`config.mk`:
```
export PLATFORM = sky130hd
export DESIGN_NAME = wb_cpu_master_flat
export DESIGN_NICKNAME = d
export VERILOG_FILES = /design/src/rtl/wb_pkg.sv /design/src/rtl/if_wb.sv /design/src/rtl/wb_req_fifo.sv /design/src/rtl/wb_cpu_master.sv /design/src/flat_wrapper.sv
export SDC_FILE = /design/constraint.sdc
export NUM_CORES = 1
export LEC_CHECK = 0
export ABC_AREA = 1
export BUFFER_PORTS_ARGS = -buffer_cell sky130_fd_sc_hd__buf_2
export CAP_MARGIN = 5
export CORE_ASPECT_RATIO = 2
export CORE_MARGIN = 3
export CORE_UTILIZATION = 60
export CTS_BUF_LIST = sky130_fd_sc_hd__clkbuf_8
export CTS_CLUSTER_DIAMETER = 40
export DETAILED_ROUTE_END_ITERATION = 8
export PLACE_DENSITY = 0.88
export SKIP_LAST_GASP = 1
export SLEW_MARGIN = 10
export SYNTH_ARGS = -nofsm -noshare
export SYNTH_HDL_FRONTEND = slang
export SYNTH_SLANG_ARGS = --single-unit
```
`constraint.sdc`:
```
create_clock -name wb_clk -period 9.9 [get_ports wb_clk]
set_input_delay 2.97 -clock wb_clk [delete_from_list [all_inputs] [get_ports wb_clk]]
set_output_delay 2.97 -clock wb_clk [all_outputs]
set_load 0.02 [all_outputs]
```
`src/rtl/wb_pkg.sv`:
```
// Shared types for the J1-to-Wishbone master adapter: read FSM states,
// the request-FIFO entry and the data returned on a bus abort.
package wb_pkg;

    // Request entries are sized to the default bus. Widen these together with
    // the ADR_W/DAT_W parameters of wb_cpu_master.
    localparam int unsigned REQ_ADR_W = 16;
    localparam int unsigned REQ_DAT_W = 16;

    typedef enum logic [2:0] {
        IDLE,
        DRAIN,
        ISSUE,
        WAIT,
        DONE
    } state_t;

    typedef struct packed {
        logic                 we;
        logic [REQ_ADR_W-1:0] adr;
        logic [REQ_DAT_W-1:0] dat;
    } req_t;

    // Value handed back to the CPU when a read is aborted by the ack timeout.
    localparam logic [REQ_DAT_W-1:0] ERR_DATA = '1;

    // Packs one bus request; reads carry zero data.
    function automatic req_t make_req(input logic                 we,
                                      input logic [REQ_ADR_W-1:0] adr,
                                      input logic [REQ_DAT_W-1:0] dat);
        req_t r;
        r.we  = we;
        r.adr = adr;
        r.dat = we ? dat : '0;
        return r;
    endfunction

endpackage

```
`src/rtl/if_wb.sv`:
```
// Classic pipelined Wishbone bundle. Data names are slave-relative: the
// master drives dat_i and reads dat_o.
interface if_wb #(
    parameter int unsigned ADR_W = 16,
    parameter int unsigned DAT_W = 16
);
    logic             clk;
    logic             rst;
    logic             cyc;
    logic             stb;
    logic             we;
    logic [ADR_W-1:0] adr;
    logic [DAT_W-1:0] dat_i;
    logic [DAT_W-1:0] dat_o;
    logic             ack;
    logic             stall;

    modport master (
        input  clk, rst, dat_o, ack, stall,
        output cyc, stb, we, adr, dat_i
    );

    modport slave (
        input  clk, rst, cyc, stb, we, adr, dat_i,
        output dat_o, ack, stall
    );
endinterface

```
`src/rtl/wb_req_fifo.sv`:
```
// Small synchronous FIFO of bus requests. The head entry is presented
// directly from storage; push and pop may happen in the same cycle, also
// when the FIFO is full. flush_i empties it in one cycle.
module wb_req_fifo
    import wb_pkg::*;
#(
    parameter int unsigned DEPTH = 2
) (
    input  logic clk_i,
    input  logic rst_i,
    input  logic flush_i,
    input  logic push_i,
    input  req_t push_data_i,
    input  logic pop_i,
    output req_t head_o,
    output logic full_o,
    output logic empty_o
);

    localparam int unsigned PTR_W = $clog2(DEPTH);
    localparam int unsigned CNT_W = $clog2(DEPTH + 1);

    req_t             mem_q [DEPTH];
    logic [PTR_W-1:0] wr_ptr_q;
    logic [PTR_W-1:0] rd_ptr_q;
    logic [CNT_W-1:0] count_q;

    logic push_ok;
    logic pop_ok;

    assign full_o  = (count_q == CNT_W'(DEPTH));
    assign empty_o = (count_q == '0);
    assign push_ok = push_i & (~full_o | pop_i);
    assign pop_ok  = pop_i & ~empty_o;
    assign head_o  = mem_q[rd_ptr_q];

    // Pointer and occupancy bookkeeping; flush and reset both empty the FIFO.
    // NOTE: sequential state uses non-blocking (<=) so every flop samples
    // pre-edge values regardless of block evaluation order.
    always_ff @(posedge clk_i) begin
        if (rst_i || flush_i) begin
            wr_ptr_q <= '0;
            rd_ptr_q <= '0;
            count_q  <= '0;
        end else begin
            if (push_ok) begin
                wr_ptr_q <= wr_ptr_q + PTR_W'(1);
            end
            if (pop_ok) begin
                rd_ptr_q <= rd_ptr_q + PTR_W'(1);
            end
            if (push_ok && !pop_ok) begin
                count_q <= count_q + CNT_W'(1);
            end else if (!push_ok && pop_ok) begin
                count_q <= count_q - CNT_W'(1);
            end
        end
    end

    // Entry storage.
    // NOTE: storage is deliberately not reset; the empty flag guards every
    // read, so stale contents are never observed on the bus.
    always_ff @(posedge clk_i) begin
        if (push_ok) begin
            mem_q[wr_ptr_q] <= push_data_i;
        end
    end

endmodule

```
`src/rtl/wb_cpu_master.sv`:
```
// Wishbone master adapter for the J1 data/IO port. Writes are posted through
// a request FIFO; reads stall the CPU, drain earlier writes first, and every
// bus cycle is bounded by an ack timeout that aborts and flushes the bus.
module wb_cpu_master
    import wb_pkg::*;
#(
    parameter int unsigned ADR_W      = 16,
    parameter int unsigned DAT_W      = 16,
    parameter int unsigned FIFO_DEPTH = 2,
    parameter int unsigned TIMEOUT    = 255
) (
    if_wb.master             wb,
    input  logic             cpu_rd,
    input  logic             cpu_wr,
    input  logic [ADR_W-1:0] cpu_adr,
    input  logic [DAT_W-1:0] cpu_dat_w,
    output logic [DAT_W-1:0] cpu_dat_r,
    output logic             cpu_busy,
    output logic             cpu_err,
    input  logic             cpu_err_clr
);

    // The outstanding counter must hold every FIFO entry plus one in flight.
    localparam int unsigned OUT_W = $clog2(FIFO_DEPTH + 2);
    localparam int unsigned TMO_W = $clog2(TIMEOUT + 1);

    state_t           state_q;
    logic [DAT_W-1:0] dat_r_q;
    logic             err_q;
    logic [OUT_W-1:0] outst_q;
    logic [TMO_W-1:0] tmo_q;

    req_t head;
    req_t push_data;
    logic fifo_full;
    logic fifo_empty;
    logic push;
    logic stb;
    logic pop;
    logic ack_cnt;
    logic bus_idle;
    logic tmo_clr;
    logic tmo_hit;
    logic wr_accept;
    logic rd_push;

    // ------------------------------------------------------------------
    // Issue side: the FIFO head is the current strobe.
    // ------------------------------------------------------------------
    assign stb      = ~fifo_empty;
    assign pop      = stb & ~wb.stall;
    // Acks with nothing outstanding (after reset or an abort) are stale.
    assign ack_cnt  = wb.ack & (outst_q != '0);
    assign bus_idle = fifo_empty & (outst_q == '0);

    // The timer only runs while the bus owes us something.
    assign tmo_clr  = wb.ack | ((outst_q == '0) & ~stb);
    assign tmo_hit  = ~tmo_clr & (tmo_q == TMO_W'(TIMEOUT - 1));

    // A write wins over a simultaneous read; a pop frees a slot this cycle.
    assign wr_accept = cpu_wr & (state_q == IDLE) & (~fifo_full | pop) & ~tmo_hit;
    // The read goes out only once every earlier write has been acked.
    assign rd_push   = bus_idle &
                       (((state_q == IDLE) & cpu_rd & ~cpu_wr) | (state_q == DRAIN));
    assign push      = wr_accept | rd_push;

    // Selects the entry pushed this cycle.
    // NOTE: every always_comb output gets a default first so no path can
    // leave it unassigned and infer a latch.
    always_comb begin
        push_data = '0;
        if (wr_accept) begin
            push_data = make_req(1'b1, REQ_ADR_W'(cpu_adr), REQ_DAT_W'(cpu_dat_w));
        end else if (rd_push) begin
            push_data = make_req(1'b0, REQ_ADR_W'(cpu_adr), '0);
        end
    end

    wb_req_fifo #(
        .DEPTH (FIFO_DEPTH)
    ) u_fifo (
        .clk_i       (wb.clk),
        .rst_i       (wb.rst),
        .flush_i     (tmo_hit),
        .push_i      (push),
        .push_data_i (push_data),
        .pop_i       (pop),
        .head_o      (head),
        .full_o      (fifo_full),
        .empty_o     (fifo_empty)
    );

    // Count of strobes accepted by the slave but not yet acknowledged.
    always_ff @(posedge wb.clk) begin
        if (wb.rst || tmo_hit) begin
            outst_q <= '0;
        end else begin
            outst_q <= outst_q + OUT_W'(pop) - OUT_W'(ack_cnt);
        end
    end

    // Ack timeout: counts cycles the bus is owed a response without one.
    always_ff @(posedge wb.clk) begin
        if (wb.rst || tmo_hit || tmo_clr) begin
            tmo_q <= '0;
        end else begin
            tmo_q <= tmo_q + TMO_W'(1);
        end
    end

    // Read sequencer with registered read data and the sticky error flag.
    always_ff @(posedge wb.clk) begin
        if (wb.rst) begin
            state_q <= IDLE;
            dat_r_q <= '0;
            err_q   <= 1'b0;
        end else begin
            if (tmo_hit) begin
                err_q <= 1'b1;
            end else if (cpu_err_clr) begin
                err_q <= 1'b0;
            end

            unique case (state_q)
                IDLE: begin
                    if (cpu_rd && !cpu_wr) begin
                        state_q <= bus_idle ? ISSUE : DRAIN;
                    end
                end
                DRAIN: begin
                    if (tmo_hit) begin
                        dat_r_q <= ERR_DATA[DAT_W-1:0];
                        state_q <= DONE;
                    end else if (bus_idle) begin
                        state_q <= ISSUE;
                    end
                end
                ISSUE: begin
                    if (tmo_hit) begin
                        dat_r_q <= ERR_DATA[DAT_W-1:0];
                        state_q <= DONE;
                    end else if (pop) begin
                        state_q <= WAIT;
                    end
                end
                WAIT: begin
                    if (tmo_hit) begin
                        dat_r_q <= ERR_DATA[DAT_W-1:0];
                        state_q <= DONE;
                    end else if (wb.ack) begin
                        dat_r_q <= wb.dat_o;
                        state_q <= DONE;
                    end
                end
                DONE: begin
                    // The CPU sees busy low now; the held request is not re-issued.
                    state_q <= IDLE;
                end
                default: begin
                    state_q <= IDLE;
                end
            endcase
        end
    end

    // ------------------------------------------------------------------
    // Outputs
    // ------------------------------------------------------------------
    assign wb.stb   = stb;
    assign wb.cyc   = stb | (outst_q != '0);
    assign wb.we    = stb & head.we;
    assign wb.adr   = stb ? head.adr[ADR_W-1:0] : '0;
    assign wb.dat_i = stb ? head.dat[DAT_W-1:0] : '0;

    assign cpu_dat_r = dat_r_q;
    assign cpu_err   = err_q;
    assign cpu_busy  = cpu_wr ? ~wr_accept : (cpu_rd & (state_q != DONE));

endmodule

```
`src/flat_wrapper.sv`:
```
// flat-port wrapper written by rule: the top's interface ports become plain ports
module wb_cpu_master_flat import wb_pkg::*;
#(
    parameter int unsigned ADR_W      = 16,
    parameter int unsigned DAT_W      = 16,
    parameter int unsigned FIFO_DEPTH = 2,
    parameter int unsigned TIMEOUT    = 255
)
  (cpu_rd, cpu_wr, cpu_adr, cpu_dat_w, cpu_dat_r, cpu_busy, cpu_err, cpu_err_clr, wb_clk, wb_rst, wb_dat_o, wb_ack, wb_stall, wb_cyc, wb_stb, wb_we, wb_adr, wb_dat_i);
  if_wb #(.ADR_W(ADR_W), .DAT_W(DAT_W)) wb_i ();
  input  logic cpu_rd;
  input  logic cpu_wr;
  input  logic [ADR_W-1:0] cpu_adr;
  input  logic [DAT_W-1:0] cpu_dat_w;
  output logic [DAT_W-1:0] cpu_dat_r;
  output logic cpu_busy;
  output logic cpu_err;
  input  logic cpu_err_clr;
  input wire logic [$bits(wb_i.clk)-1:0] wb_clk;
  input wire logic [$bits(wb_i.rst)-1:0] wb_rst;
  input wire logic [$bits(wb_i.dat_o)-1:0] wb_dat_o;
  input wire logic [$bits(wb_i.ack)-1:0] wb_ack;
  input wire logic [$bits(wb_i.stall)-1:0] wb_stall;
  output wire logic [$bits(wb_i.cyc)-1:0] wb_cyc;
  output wire logic [$bits(wb_i.stb)-1:0] wb_stb;
  output wire logic [$bits(wb_i.we)-1:0] wb_we;
  output wire logic [$bits(wb_i.adr)-1:0] wb_adr;
  output wire logic [$bits(wb_i.dat_i)-1:0] wb_dat_i;
  assign wb_i.clk = wb_clk;
  assign wb_i.rst = wb_rst;
  assign wb_i.dat_o = wb_dat_o;
  assign wb_i.ack = wb_ack;
  assign wb_i.stall = wb_stall;
  assign wb_cyc = wb_i.cyc;
  assign wb_stb = wb_i.stb;
  assign wb_we = wb_i.we;
  assign wb_adr = wb_i.adr;
  assign wb_dat_i = wb_i.dat_i;
  wb_cpu_master #(.ADR_W(ADR_W), .DAT_W(DAT_W), .FIFO_DEPTH(FIFO_DEPTH), .TIMEOUT(TIMEOUT)) u_core (.wb(wb_i), .cpu_rd(cpu_rd), .cpu_wr(cpu_wr), .cpu_adr(cpu_adr), .cpu_dat_w(cpu_dat_w), .cpu_dat_r(cpu_dat_r), .cpu_busy(cpu_busy), .cpu_err(cpu_err), .cpu_err_clr(cpu_err_clr));
endmodule
```
## Word level (Yosys, flattened, before mapping)

Memory sizes are Yosys's and may differ from the RTL's. A register that Yosys moved wholly into a read port is not among the register bits.
Index checks and enable logic that the tools add are counted.

- Bitwise logic cells: 26
- Muxes and demuxes: 26
- Add/subtract/negate cells: 7
- Equality and inequality tests: 11
- Reductions and logical operators: 18

Operators by type and width:

| operator | number |
|---|---|
| $mux W16 | 5 |
| $mux W33 | 1 |
| $mux W32 | 1 |
| $pmux W16 S2 | 1 |
| $mux W3 | 7 |
| $and A1 B1 Y1 | 14 |
| $pmux W3 S4 | 1 |
| $add A8 B1 Y8 const B | 1 |
| $eq A8 B8 Y1 const B | 1 |
| $reduce_bool A2 Y1 | 4 |
| $mux W1 | 7 |
| $not A1 Y1 | 7 |
| $eq A3 B2 Y1 const B | 2 |
| $mux W2 | 3 |
| $ne A3 B1 Y1 const B | 2 |
| $or A1 B1 Y1 | 5 |
| $logic_not A2 Y1 | 2 |
| $reduce_and A4 Y1 | 1 |
| $eq A3 B1 Y1 const B | 1 |
| $logic_and A1 B1 Y1 | 3 |
| $logic_not A1 Y1 | 3 |
| $logic_not A3 Y1 | 1 |
| $ne A3 B2 Y1 const B | 1 |
| $ne A3 B3 Y1 const B | 1 |
| 11 further kinds | 13 |

- Word-level logic and storage cells: 97
- Memories kept: 1
- Bits in registers: 34
- RAM bits: 66

Memory list:

| name | depth | width | read ports | clocked after memory_dff | write ports | RTL line | source |
|---|---|---|---|---|---|---|---|
| u_core.u_fifo.mem_q | 2 | 33 | 1 | 1 | 1 | wb_req_fifo.sv:23 | `req_t mem_q [DEPTH];` |

## Logic depth before layout (Yosys ltp)

Gate-level depths: netlist of the first run.

- Word-level depth: 13
- Mapped depth: 12
- Depth with buffers taken out: 12

## Cells and area by module

Synthesis of the first run repeated with hierarchy kept, for this count alone.

- Cells, all modules: 531
- Area total of the unflattened synthesis: 4937.2 um^2

Modules (own cells, without submodules):

| module | instances | cells each | area an instance (um^2) |
|---|---|---|---|
| wb_req_fifo | 1 | 142 | 2782.7 |
| wb_cpu_master | 1 | 389 | 2154.6 |

## Least setup slack after synthesis of the first run

OpenSTA, ideal clock, no wires.

- Path type: input to output
- From: input port wb_ack
- To: output port cpu_busy
- Cell stages on the path: 5
- Setup slack: 3.152 ns
- Arrival: 3.778 ns
- Data required time: 6.930 ns
- Cells stage by stage: a21oi_2 -> nand2_4 -> nand3_2 -> inv_1 -> o22ai_1

- Cells in the longest elaborated chain, start to end: 7

RTL lines:

| element | RTL line | source |
|---|---|---|
| start, declared | flat_wrapper.sv:22 | `input wire logic [$bits(wb_i.ack)-1:0] wb_ack;` |
| $or A1 B1 Y1 | wb_cpu_master.sv:57 | `assign tmo_clr = wb.ack \| ((outst_q == '0) & ~stb);` |
| $not A1 Y1 | wb_cpu_master.sv:58 | `assign tmo_hit = ~tmo_clr & (tmo_q == TMO_W'(TIMEOUT - 1));` |
| $and A1 B1 Y1 | wb_cpu_master.sv:58 |  |
| $not A1 Y1 | wb_cpu_master.sv:61 | `assign wr_accept = cpu_wr & (state_q == IDLE) & (~fifo_full \| pop) & ~tmo_hit;` |
| $and A1 B1 Y1 | wb_cpu_master.sv:61 |  |
| $not A1 Y1 | wb_cpu_master.sv:177 | `assign cpu_busy = cpu_wr ? ~wr_accept : (cpu_rd & (state_q != DONE));` |
| $mux W1 | wb_cpu_master.sv:177 |  |
| end, declared | flat_wrapper.sv:16 | `output logic cpu_busy;` |

No other way between the ends.

## Worst setup path in the final report of the first run

Same ends and word-level chain as after synthesis.

==> results by group, run 1 <==
Layout
  • Fill cells: 540
  • Final std cells w/o fill: 689
  • Antenna cell count: 0
  • Layout Cell Area excl Fill: 5253 µm²
  • Number of nets in the layout: approximately 650
  • Share of layout cells above drive strength 1: 0.2496
  • Multi-input gate area: about 1500 µm²
  • Area grow syn2layout: 17.36%
  • Commonest non-fill, non-tap cell in the layout: nand2_1
  • Final design utilization: 0.7228
  • Area occupied by registers: about 2700 µm²
  • Most frequent cells in the layout: nand2_1, buf_2, nor2_1, edfxtp_1, inv_1

STA
  • TNS Setup: 0 ns
  • Fmax: around 130 MHz
  • Worst-Margin Slew: 1.036 ns
  • Final period utilization: 0.7554
  • RSZ-0062 raised after global routing: no
  • Max Slew Vio Count: 0
  • Slew HR: 0.3075
  • Final min period: 7.479 ns
  • Hold_ws: 0.4713 ns
  • Final Hold Viols: 0
  • Skew final: 0.01222 ns
  • Final setup vio count: 0

Global routing
  • Gr busiest metal: met2
  • Met3 Resource Use GR: 0.05088
  • Grt total ovfl: 0
  • M2 GR Usage: 0.4124
  • Global-route usage over all layers: 0.2186
  • Largest net degree at the start of global routing: 37
  • Vias in the first global route: 3,478
  • Initial antenna violation count: 0
  • First-pass GRT wire length: around 14,000 µm
  • Met1 Use GR: 0.2068

Setup path
  • Worst-path fanout max: 36
  • Crit. End Element: output pin
  • CP startpoint kind: input pin
  • Critical Path AT: between 4 and 5 ns
  • Critical path type: in -> out
  • Worst path required time: approximately 7 ns

Clock network
  • Root Buffer: clkbuf_8
  • Post-CTS Repair Setup Buffers: 0
  • Clock Sinks: just over 100
  • Hold buffer count at CTS: 0
  • CTS Buf Count: 9
  • Clk slew on worst S/H paths: roughly 0.09 ns
  • Clk Latency, worst-skew pair: about 0.37 ns
  • CTS max path bufs: 2
  • H-tree Lvls: 3
  • Post_cts resized: 0
  • CTS tree: yes

Placed design
  • Dpl hpwl: ~6500 µm
  • Port bufs: about 110
  • Placement Cell Area: between 5000 and 6000 µm²
  • Gpl congestion: just under 0.9
  • DP Cell Count: just under 700

Logic synthesis
  • Cells after synthesis: just under 500
  • Mapped Area: about 4500 µm²
  • Mapped Avg Cell Area: roughly 9.1 µm²
  • Syn Nets: between 500 and 600
  • Synth warn: 0
  • Distinct cells, synth: 34
  • Synthesized flop and latch total: 101
  • Share of the yosys chip area belonging to registers: 0.5994

Hold path
  • Tightest Hold Check Type: reg -> reg

Routing
  • Post-detailed-route count of antenna-violating nets: 0
  • Detailed Routing Iterations Pass 1: 4
  • Wire length per cell: 13.08 µm
  • Vias: ~3,500
  • Detailed-route DRC error count: 0
  • Final WL: 9009 µm
  • Vias per inst: 5.141
  • Count of routing violations after the opening detailed-route iteration: between 150 and 200

Power
  • Combinational share of power: 0.376
  • Reg power frac: 0.458
  • Sw Share: 0.3879
  • Leak: 2.497 nW
  • Net Switching: 0.5573 mW
  • Worst vdd ir: 0.1589 mV
  • PD cells: between 200 and 300 nW/µm²
  • Internal Power: just under 0.9 mW
  • Clock power frac: 0.166

Die
  • Die W: around 67 µm
  • Die ar.: 8594 µm²
  • DIE HEIGHT: ~130 µm
  • Initial Util: 0.6159
  • FP Rows: 44
  • Core box area: around 7300 µm²
  • # IOs: ~110

Job
  • Max cap viols: 0

Outcome
  • Outcome: finished, final reports clean
[logic make-up (layout without fill, tap and decap cells)]
| logic type | count (synthesis) | count (layout) | synth area share |
|---|---|---|---|
| flops | 101 | 101 | 0.5994 |
| xor+xnor | 7 | 7 | 0.01370 |
| compound gates | 66 | 66 | 0.08723 |
| simple gates | 234 | 234 | 0.2178 |
| fa+ha+maj | 5 | 5 | 0.01398 |
| buf+inv | 77 | 184 | 0.06793 |
[critical path: stages]
cell	delay, ns
buf_2	0.11
a21oi_2	0.05
nand2_4	0.18
nand3_2	0.57
inv_1	0.35
o22ai_1	0.10
buf_2	0.17
[flip-flops by register name, summed over array words and instances, names as in the netlist, named ones only]
name,flops
u_core.cpu_dat_r,16
u_core.cpu_err,1
u_core.outst_q,2
u_core.state_q,3
u_core.tmo_q,8
u_core.u_fifo.count_q,2
u_core.u_fifo.mem_q,66
u_core.u_fifo.rd_ptr_q,1
u_core.u_fifo.wr_ptr_q,1
[power by group through the flow]
stage	sequential [mW]	clock (mW)	combinational (mW)
global route	0.668	0.261	0.599
detailed placement	0.668	0	0.537
CTS	0.659	0.241	0.540
global placement	0.662	0	0.515
finish	0.659	0.238	0.540
floorplan	0.670	0	0.375
[final cells by class]
class | count | share of cell area
flip-flops and latches | 101 | 0.5107
multi-input cells | 312 | 0.2856
repair buffers | 109 | 0.1048
inverters | 59 | 0.04216
clock buffers | 10 | 0.02620
well taps | 92 | 0.02192
clock inverters | 6 | 0.008576
[cell usage after synthesis, drive strengths merged]
master,n,share of area
a21boi,16,0.027
a21oi,44,0.053
a31oi,1,0.0014
buf,7,0.0089
clkbuf,11,0.0095
clkinv,1,0.00084
dfxtp,35,0.16
edfxtp,66,0.44
ha,5,0.014
inv,58,0.049
nand2,126,0.11
nand3,12,0.016
nand4,1,0.0014
nor2,73,0.063
nor3,3,0.0034
o21ai,3,0.0034
o21bai,1,0.0017
o22ai,1,0.0014
or2,19,0.027
xnor2,2,0.0039
xor2,5,0.0098
[per-layer routing]
metal / share of wire / wire length (µm) / up-vias
li1: - / - / 1761
met1: 0.34 / 3103 / 1628
met2: 0.55 / 4998 / 124
met3: 0.069 / 621 / 29
met4: 0.032 / 286 / 0
met5: 0 / 0 / -
[final timing paths]
check / from / to / depth (start not counted) / slack, ns
min reg2reg: u_core.cpu_err / u_core.cpu_err / 2 / 0.47
max: wb_ack / cpu_busy / 7 / 2.42
max reg2reg: u_core.u_fifo.count_q[1] / u_core.u_fifo.mem_q[1][2] / 5 / 6.43
min: u_core.cpu_err / u_core.cpu_err / 2 / 0.47
[metrics by stage]
stage,power (mW),worst slack (ns)
CTS,1.440,2.451
detailed placement,1.205,2.453
floorplan,1.044,3.152
finish,1.437,2.421
global route,1.528,2.306
global placement,1.177,2.521
No activity file was read; power rests on OpenSTA's default activity.
==> run 2, diff against run 1 <==
--- a/config.mk
+++ b/config.mk
@@ -5,16 +5,16 @@
 export SDC_FILE = /design/constraint.sdc
 export NUM_CORES = 1
 export LEC_CHECK = 0
-export ABC_AREA = 1
+export ABC_AREA = 0
 export BUFFER_PORTS_ARGS = -buffer_cell sky130_fd_sc_hd__buf_2
 export CAP_MARGIN = 5
 export CORE_ASPECT_RATIO = 2
 export CORE_MARGIN = 3
-export CORE_UTILIZATION = 60
+export CORE_UTILIZATION = 55
 export CTS_BUF_LIST = sky130_fd_sc_hd__clkbuf_8
 export CTS_CLUSTER_DIAMETER = 40
 export DETAILED_ROUTE_END_ITERATION = 8
-export PLACE_DENSITY = 0.88
+export PLACE_DENSITY = 0.82
 export SKIP_LAST_GASP = 1
 export SLEW_MARGIN = 10
 export SYNTH_ARGS = -nofsm -noshare
==> constraint.sdc (replaced) <==
create_clock -name wb_clk -period 7.8 [get_ports wb_clk]
set_input_delay 2.34 -clock wb_clk [delete_from_list [all_inputs] [get_ports wb_clk]]
set_output_delay 2.34 -clock wb_clk [all_outputs]
set_load 0.02 [all_outputs]
==> run 2 against run 1 <==
Effect of this change: design area decreased by 1.3%; setup slack lost 0.57 ns; final cell count is 18% lower; non-clock buffer count unchanged; synthesized area shrank 1.3%; flip-flop and latch count stayed put; clock skew shrank 0.0058 ns; clock power rose by 29%; sequential share of layout area rose by 0.70 points; hold slack worse by 0.011 ns; largest power group unchanged.
==> results by group, run 2 <==
Clock network
  • Clk Latency, worst-skew pair: 0.35 ns (-0.02 ns)
  • Clock Sinks: 101 (unchanged)
  • Clk slew on worst S/H paths: 0.09 ns (about the same)
  • Hold buffer count at CTS: 0 (unchanged)
  • CTS tree: yes
  • Post-CTS Repair Setup Buffers: 0 (unchanged)
  • CTS max path bufs: 2 (unchanged)
  • Post_cts resized: 0 (unchanged)
  • CTS Buf Count: 9 (unchanged)
  • H-tree Lvls: 3 (unchanged)
  • Root Buffer: clkbuf_8

Logic synthesis
  • Synthesized flop and latch total: 101 (unchanged)
  • Cells after synthesis: 366 (-25%)
  • Mapped Area: 4418 µm² (-1.3%)
  • Most common cell in the netlist: nor2_1
  • Top_reg_cell synth: edfxtp_1
  • Post-synth top area cell: edfxtp_1
  • Top-area cell type share of the netlist area: 0.4486 (+0.005769)
  • Synth warn: 0 (unchanged)
  • Distinct cells, synth: 46 (+35%)
  • Mapped Avg Cell Area: 12.07 µm² (+32%)
  • Syn Nets: 426 (-23%)
  • Post-synth EDFFs: 66 (unchanged)
  • Dominant cells by area after synthesis: edfxtp_1, dfxtp_1, mux2i_1
  • Asr flop ratio synth: 0 (unchanged)
  • Commonest cells in the netlist: nor2_1, edfxtp_1, and2_1, dfxtp_1, mux2i_1
  • Share of the yosys chip area belonging to registers: 0.6072 (+0.007808)

Layout
  • Share of layout cells above drive strength 1: 0.3038 (+0.05422)
  • Most frequent cells in the layout: buf_2, nor2_1, edfxtp_1, and2_1, mux2i_1
  • Area grow syn2layout: 17.33% (about the same)
  • Antenna cell count: 0 (unchanged)
  • Reg with most FFs: u_core.u_fifo.mem_q
  • Fill cells: 579 (+7.2%)
  • Number of nets in the layout: 530 (-19%)
  • Commonest non-fill, non-tap cell in the layout: buf_2
  • Multi-input gate area: 1558 µm² (+3.8%)
  • Max FFs per register: 66 (unchanged)
  • Area occupied by registers: 2684 µm² (about the same)

Routing
  • Detailed Routing Iterations Pass 1: 4 (unchanged)
  • Detailed-route DRC error count: 0 (unchanged)
  • Vias: 2,971 (-16%)
  • Vias per inst: 5.231 (+1.7%)
  • Post-detailed-route count of antenna-violating nets: 0 (unchanged)
  • Final WL: 8395 µm (-6.8%)
  • Count of routing violations after the opening detailed-route iteration: 180 (+1.1%)
  • Wire length per cell: 14.78 µm (+13%)

Setup path
  • Crit path to: cpu_busy
  • Worst r2r path cells: 6 (+1)
  • Crit. End Element: output pin
  • Reg-to-Reg Start: u_core.tmo_q[0]
  • R2r setup slk: 5.00 ns (-1.43 ns)
  • R2R Path End: u_core.u_fifo.mem_q[0][13]
  • Critical Path AT: 3.61 ns (-0.90 ns)
  • Worst Setup SP: wb_ack
  • Worst path required time: 5.46 ns (-1.47 ns)
  • CP startpoint kind: input pin
  • Worst-path fanout max: 19 (-47%)
  • Critical path type: in -> out

Power
  • Pwr Total: 1.930 mW (+34%)
  • Combinational share of power: 0.379 (+0.003)
  • Worst vdd ir: 0.2101 mV (+32%)
  • Net Switching: 0.7185 mW (+29%)
  • Internal Power: 1.211 mW (+38%)
  • PD cells: 372.3 nW/µm² (+36%)
  • Sw Share: 0.3723 (-0.01558)
  • Clock power frac: 0.159 (-0.007)
  • Leak: 2.113 nW (-15%)
  • Reg power frac: 0.462 (+0.004)

Global routing
  • M2 GR Usage: 0.3707 (-0.04167)
  • Largest net degree at the start of global routing: 35 (-5.4%)
  • First-pass GRT wire length: 13,970 µm (-2.4%)
  • Global-route usage over all layers: 0.1938 (-0.02482)
  • Gr busiest metal: met2
  • Initial antenna violation count: 0 (unchanged)
  • Grt total ovfl: 0 (unchanged)
  • Vias in the first global route: 3,067 (-12%)
  • Met1 Use GR: 0.1869 (-0.01990)
  • Met3 Resource Use GR: 0.04715 (-0.003729)

STA
  • Slew HR: 0.3298 (+0.02225)
  • Final min period: between 5 and 6 ns
  • Final period utilization: 0.7626
  • Worst-Margin Slew: 1.005 ns (-0.03107 ns)
  • RSZ-0062 raised after global routing: no
  • Final setup vio count: 0 (unchanged)
  • Fmax: around 170 MHz
  • TNS Setup: 0 ns (unchanged)
  • Skew final: 0.006411 ns (-0.005813 ns)
  • Max Slew Vio Count: 0 (unchanged)
  • Final Hold Viols: 0 (unchanged)

Placed design
  • Gpl congestion: 0.9598 (+9.2%)
  • Port bufs: 107 (unchanged)
  • Dpl hpwl: 6135 µm (-5.1%)

Job
  • Max cap viols: 0 (unchanged)

Hold path
  • Tightest Hold Check Type: reg -> reg

Outcome
  • Outcome: finished, final reports clean

Die
  • Die W: 69.38 µm (+3.4%)
  • Core box area: 7714 µm² (+6.1%)
  • Initial Util: 0.5727 (-0.04313)
  • FP Rows: 45 (+2.3%)
  • DIE HEIGHT: 132.8 µm (+3.6%)
  • # IOs: 108 (unchanged)
  • Die ar.: 9210 µm² (+7.2%)
-- run 2: worst min-delay path by stage --
stage | startpoint | to | slack (ns) | cells after the start
after floorplan | u_core.tmo_q[0] | u_core.tmo_q[0] | 0.44 | 1
after global placement | u_core.cpu_dat_r[13] | u_core.cpu_dat_r[13] | 0.44 | 2
after detailed placement | u_core.cpu_dat_r[14] | u_core.cpu_dat_r[14] | 0.45 | 2
after CTS | u_core.cpu_dat_r[13] | u_core.cpu_dat_r[13] | 0.46 | 2
after global routing | u_core.cpu_dat_r[13] | u_core.cpu_dat_r[13] | 0.49 | 2
final | u_core.cpu_dat_r[1] | u_core.cpu_dat_r[1] | 0.46 | 2
-- run 2: cell families after synthesis --
kind of cell,count (synthesis),synth area share
compound gates,33,0.06995
simple gates,139,0.1631
flops,101,0.6072
xor+xnor,12,0.02379
mux,35,0.07930
buf+inv,41,0.04248
fa+ha+maj,5,0.01416
-- run 2: cell type report --
| class | instances | area share |
|---|---|---|
| Clock inverter | 6 | 0.01086 |
| Tap cell | 94 | 0.02269 |
| Inverter | 25 | 0.01810 |
| Multi-Input combinational cell | 224 | 0.3005 |
| Sequential cell | 101 | 0.5177 |
| Timing Repair Buffer | 109 | 0.1062 |
| Clock buffer | 9 | 0.02390 |
-- run 2: layer usage --
metal / up-vias / wire [µm]
li1: 1463 / -
met5: - / 0
met4: 0 / 229
met2: 89 / 4924
met1: 1398 / 2832
met3: 21 / 408
-- run 2: power by group through the flow --
stage | logic (mW) | registers (mW) | clock network [mW]
3_5_place_dp | 0.741 | 0.906 | 0
2_1_floorplan | 0.533 | 0.894 | 0
5_1_grt | 0.804 | 0.911 | 0.342
6_report | 0.731 | 0.892 | 0.307
4_1_cts | 0.741 | 0.894 | 0.316
3_3_place_gp | 0.717 | 0.895 | 0
-- run 2: stage by stage --
stage               std cells  utilization  setup slack [ns]  hold slack (ns)  cell area (µm²)
finish                    568       0.6720             1.851           0.4603             5184
global placement          553       0.6487             1.865           0.4403             5004
floorplan                 366            -             1.854           0.4411             4418
global route              568       0.6720             1.733           0.4892             5184
detailed placement        553       0.6487             1.860           0.4497             5004
CTS                       568       0.6720             1.848           0.4643             5184
-- run 2: worst max-delay path, stage by stage --
cell and delay (ns):
buf_2 0.14, and4b_2 0.29, and3_4 0.23, nor2_4 0.33
o21ai_0 0.12, buf_2 0.17
==> run 3, diff against run 2 <==
==> constraint.sdc (replaced) <==
create_clock -name wb_clk -period 5.8 [get_ports wb_clk]
set_input_delay 1.74 -clock wb_clk [delete_from_list [all_inputs] [get_ports wb_clk]]
set_output_delay 1.74 -clock wb_clk [all_outputs]
set_load 0.02 [all_outputs]
==> run 3 against run 2 <==
Effect of this change: sequential share of layout area is 0.062 points higher; critical path type unchanged; non-clock buffer count stayed put; total power is 33% higher; via count is 1.3% lower; clock-buffer cell count is 1 higher; clock power is 27% higher; first-iteration DRC count is 7.8% higher; flip-flop and latch count stayed put; die area stayed put; wire length is 2.0% lower.
==> results by group, run 3 (same netlist as run 2, synthesis figures left out) <==
Die
  • Die W: 69.38 µm (unchanged)
  • Die ar.: 9210 µm² (unchanged)
  • Core box area: 7714 µm² (unchanged)
  • DIE HEIGHT: 132.8 µm (unchanged)
  • # IOs: 108 (unchanged)
  • Initial Util: 0.5727 (unchanged)
  • FP Rows: 45 (unchanged)

STA
  • Skew final: 0.01212 ns (+0.005704 ns)
  • Fmax: 209.9 MHz
  • Final Worst Setup Slack: 1.037 ns (-0.8144 ns)
  • TNS Setup: 0 ns (unchanged)
  • Final setup vio count: 0 (unchanged)
  • Final Hold Viols: 0 (unchanged)
  • Final min period: 4.763 ns
  • RSZ-0062 raised after global routing: no
  • Final period utilization: 0.8212
  • Max Slew Vio Count: 0 (unchanged)
  • Hold_ws: 0.4562 ns (-0.004116 ns)
  • Worst-Margin Slew: 1.007 ns (+0.001446 ns)
  • Slew HR: 0.3288 (-0.0009640)

Clock network
  • CTS Buf Count: 9 (unchanged)
  • Post_cts resized: 0 (unchanged)
  • Post-CTS Repair Setup Buffers: 0 (unchanged)
  • Clock Sinks: 101 (unchanged)
  • CTS tree: yes
  • CTS max path bufs: 2 (unchanged)
  • Hold buffer count at CTS: 0 (unchanged)
  • H-tree Lvls: 3 (unchanged)
  • Root Buffer: clkbuf_8
  • Clk slew on worst S/H paths: 0.09 ns (about the same)
  • Clk Latency, worst-skew pair: 0.35 ns (about the same)

Setup path
  • CP startpoint kind: input pin
  • Crit. End Element: output pin
  • Critical path type: in -> out
  • R2r setup slk: 2.95 ns (-2.05 ns)
  • Reg-to-Reg Start: u_core.tmo_q[0]
  • R2R Path End: u_core.u_fifo.mem_q[1][20]
  • Worst-path fanout max: 19 (unchanged)
  • Worst r2r path cells: 7 (+1)
  • Worst path required time: 4.06 ns (-1.40 ns)
  • Critical Path AT: 3.02 ns (-0.59 ns)

Layout
  • Reg with most FFs: u_core.u_fifo.mem_q
  • Share of layout cells above drive strength 1: 0.3074 (+0.003571)
  • Commonest non-fill, non-tap cell in the layout: buf_2
  • Area grow syn2layout: 17.19%
  • Number of nets in the layout: 530 (unchanged)
  • Max FFs per register: 66 (unchanged)
  • Most frequent cells in the layout: buf_2, nor2_1, edfxtp_1, and2_1, mux2i_1
  • Fill cells: 595 (+2.8%)
  • Antenna cell count: 0 (unchanged)

Outcome
  • Outcome: finished, final reports clean

Routing
  • Wire length per cell: 14.46 µm (-2.2%)
  • Met3 WL post-DR: 421 µm (+3.2%)
  • Vias: 2,931 (-1.3%)
  • Detailed Routing Iterations Pass 1: 4 (unchanged)
  • Detailed-route DRC error count: 0 (unchanged)
  • Vias per inst: 5.151 (-1.5%)
  • Final WL: 8226 µm (-2.0%)
  • Post-detailed-route count of antenna-violating nets: 0 (unchanged)
  • Count of routing violations after the opening detailed-route iteration: 194 (+7.8%)
  • Highest routed layer: met4
  • Routed wl met2: 4702 µm (-4.5%)
  • Met1 Wirelength: 2846 µm (+0.49%)

Placed design
  • Placement Setup Slack: 1.039 ns (-0.8211 ns)
  • Gpl congestion: 0.9071 (-5.5%)
  • Dpl hpwl: 6069 µm (-1.1%)
  • Port bufs: 107 (unchanged)

Global routing
  • Initial antenna violation count: 0 (unchanged)
  • Grt total ovfl: 0 (unchanged)
  • First-pass GRT wire length: 13,310 µm (-4.7%)
  • Largest net degree at the start of global routing: 35 (unchanged)
  • Global-route usage over all layers: 0.1834 (-0.01036)
  • Vias in the first global route: 2,928 (-4.5%)

Power
  • Net Switching: 0.9680 mW (+35%)
  • Internal Power: 1.601 mW (+32%)
  • Sw Share: 0.3769 (+0.004564)
  • Leak: 2.106 nW (-0.36%)
  • PD cells: 496.1 nW/µm² (+33%)
  • Reg power frac: 0.466 (+0.004)
  • Combinational share of power: 0.382 (+0.003)
  • Clock power frac: 0.152 (-0.007)
  • Worst vdd ir: 0.3150 mV (+50%)

Hold path
  • Hold path cells: 2 (unchanged)
  • Tightest Hold Check Type: reg -> reg
  • WHS Endpoint: u_core.cpu_dat_r[15]
  • Hold path startpoint: u_core.cpu_dat_r[15]

Job
  • Max cap viols: 0 (unchanged)
-- run 3: cell type report --
type                    instances  area, µm²  share of cell area
flip-flops and latches        101       2684              0.5184
well taps                      94      117.6             0.02272
clock inverters                 6      36.28            0.007008
inverters                      25      93.84             0.01812
clock buffers                  10      137.6             0.02658
multi-input cells             224       1558              0.3009
repair buffers                109      550.5              0.1063
-- run 3: how the worst max path moves through the flow --
stage / start / end / slack [ns] / cells after the start
global route: wb_ack / cpu_busy / 0.94 / 6
floorplan: wb_ack / cpu_busy / 1.05 / 5
global placement: wb_ack / cpu_busy / 1.05 / 6
finish: wb_ack / cpu_busy / 1.04 / 6
detailed placement: wb_ack / cpu_busy / 1.04 / 6
CTS: wb_ack / cpu_busy / 1.03 / 6
-- run 3: critical path, cell delays in order --
cell and delay (ns):
buf_2 0.15, and4b_2 0.29, and3_4 0.22, nor2_4 0.32, o21ai_0 0.13, buf_2 0.17
-- run 3: metrics by stage --
stage / power, mW / utilization / instances / instance area (µm²)
floorplan: 1.919 / - / 366 / 4418
global placement: 2.172 / 0.6487 / 553 / 5004
detailed placement: 2.208 / 0.6487 / 553 / 5004
CTS: 2.595 / 0.6712 / 569 / 5177
global route: 2.736 / 0.6712 / 569 / 5177
finish: 2.569 / 0.6712 / 569 / 5177
-- run 3: layer usage --
layer	global-route usage	vias up
met2	0.3505	95
met3	0.03802	18
li1	-	1472
met1	0.1849	1346
met5	0	-
met4	0.08261	0
-- run 3: power by group through the flow --
stage / Clock, mW / Combinational, mW / Sequential (mW)
final: 0.390 / 0.982 / 1.20
after floorplan: 0 / 0.717 / 1.20
after CTS: 0.401 / 0.994 / 1.20
after global placement: 0 / 0.967 / 1.21
after global routing: 0.438 / 1.07 / 1.22
after detailed placement: 0 / 0.991 / 1.22
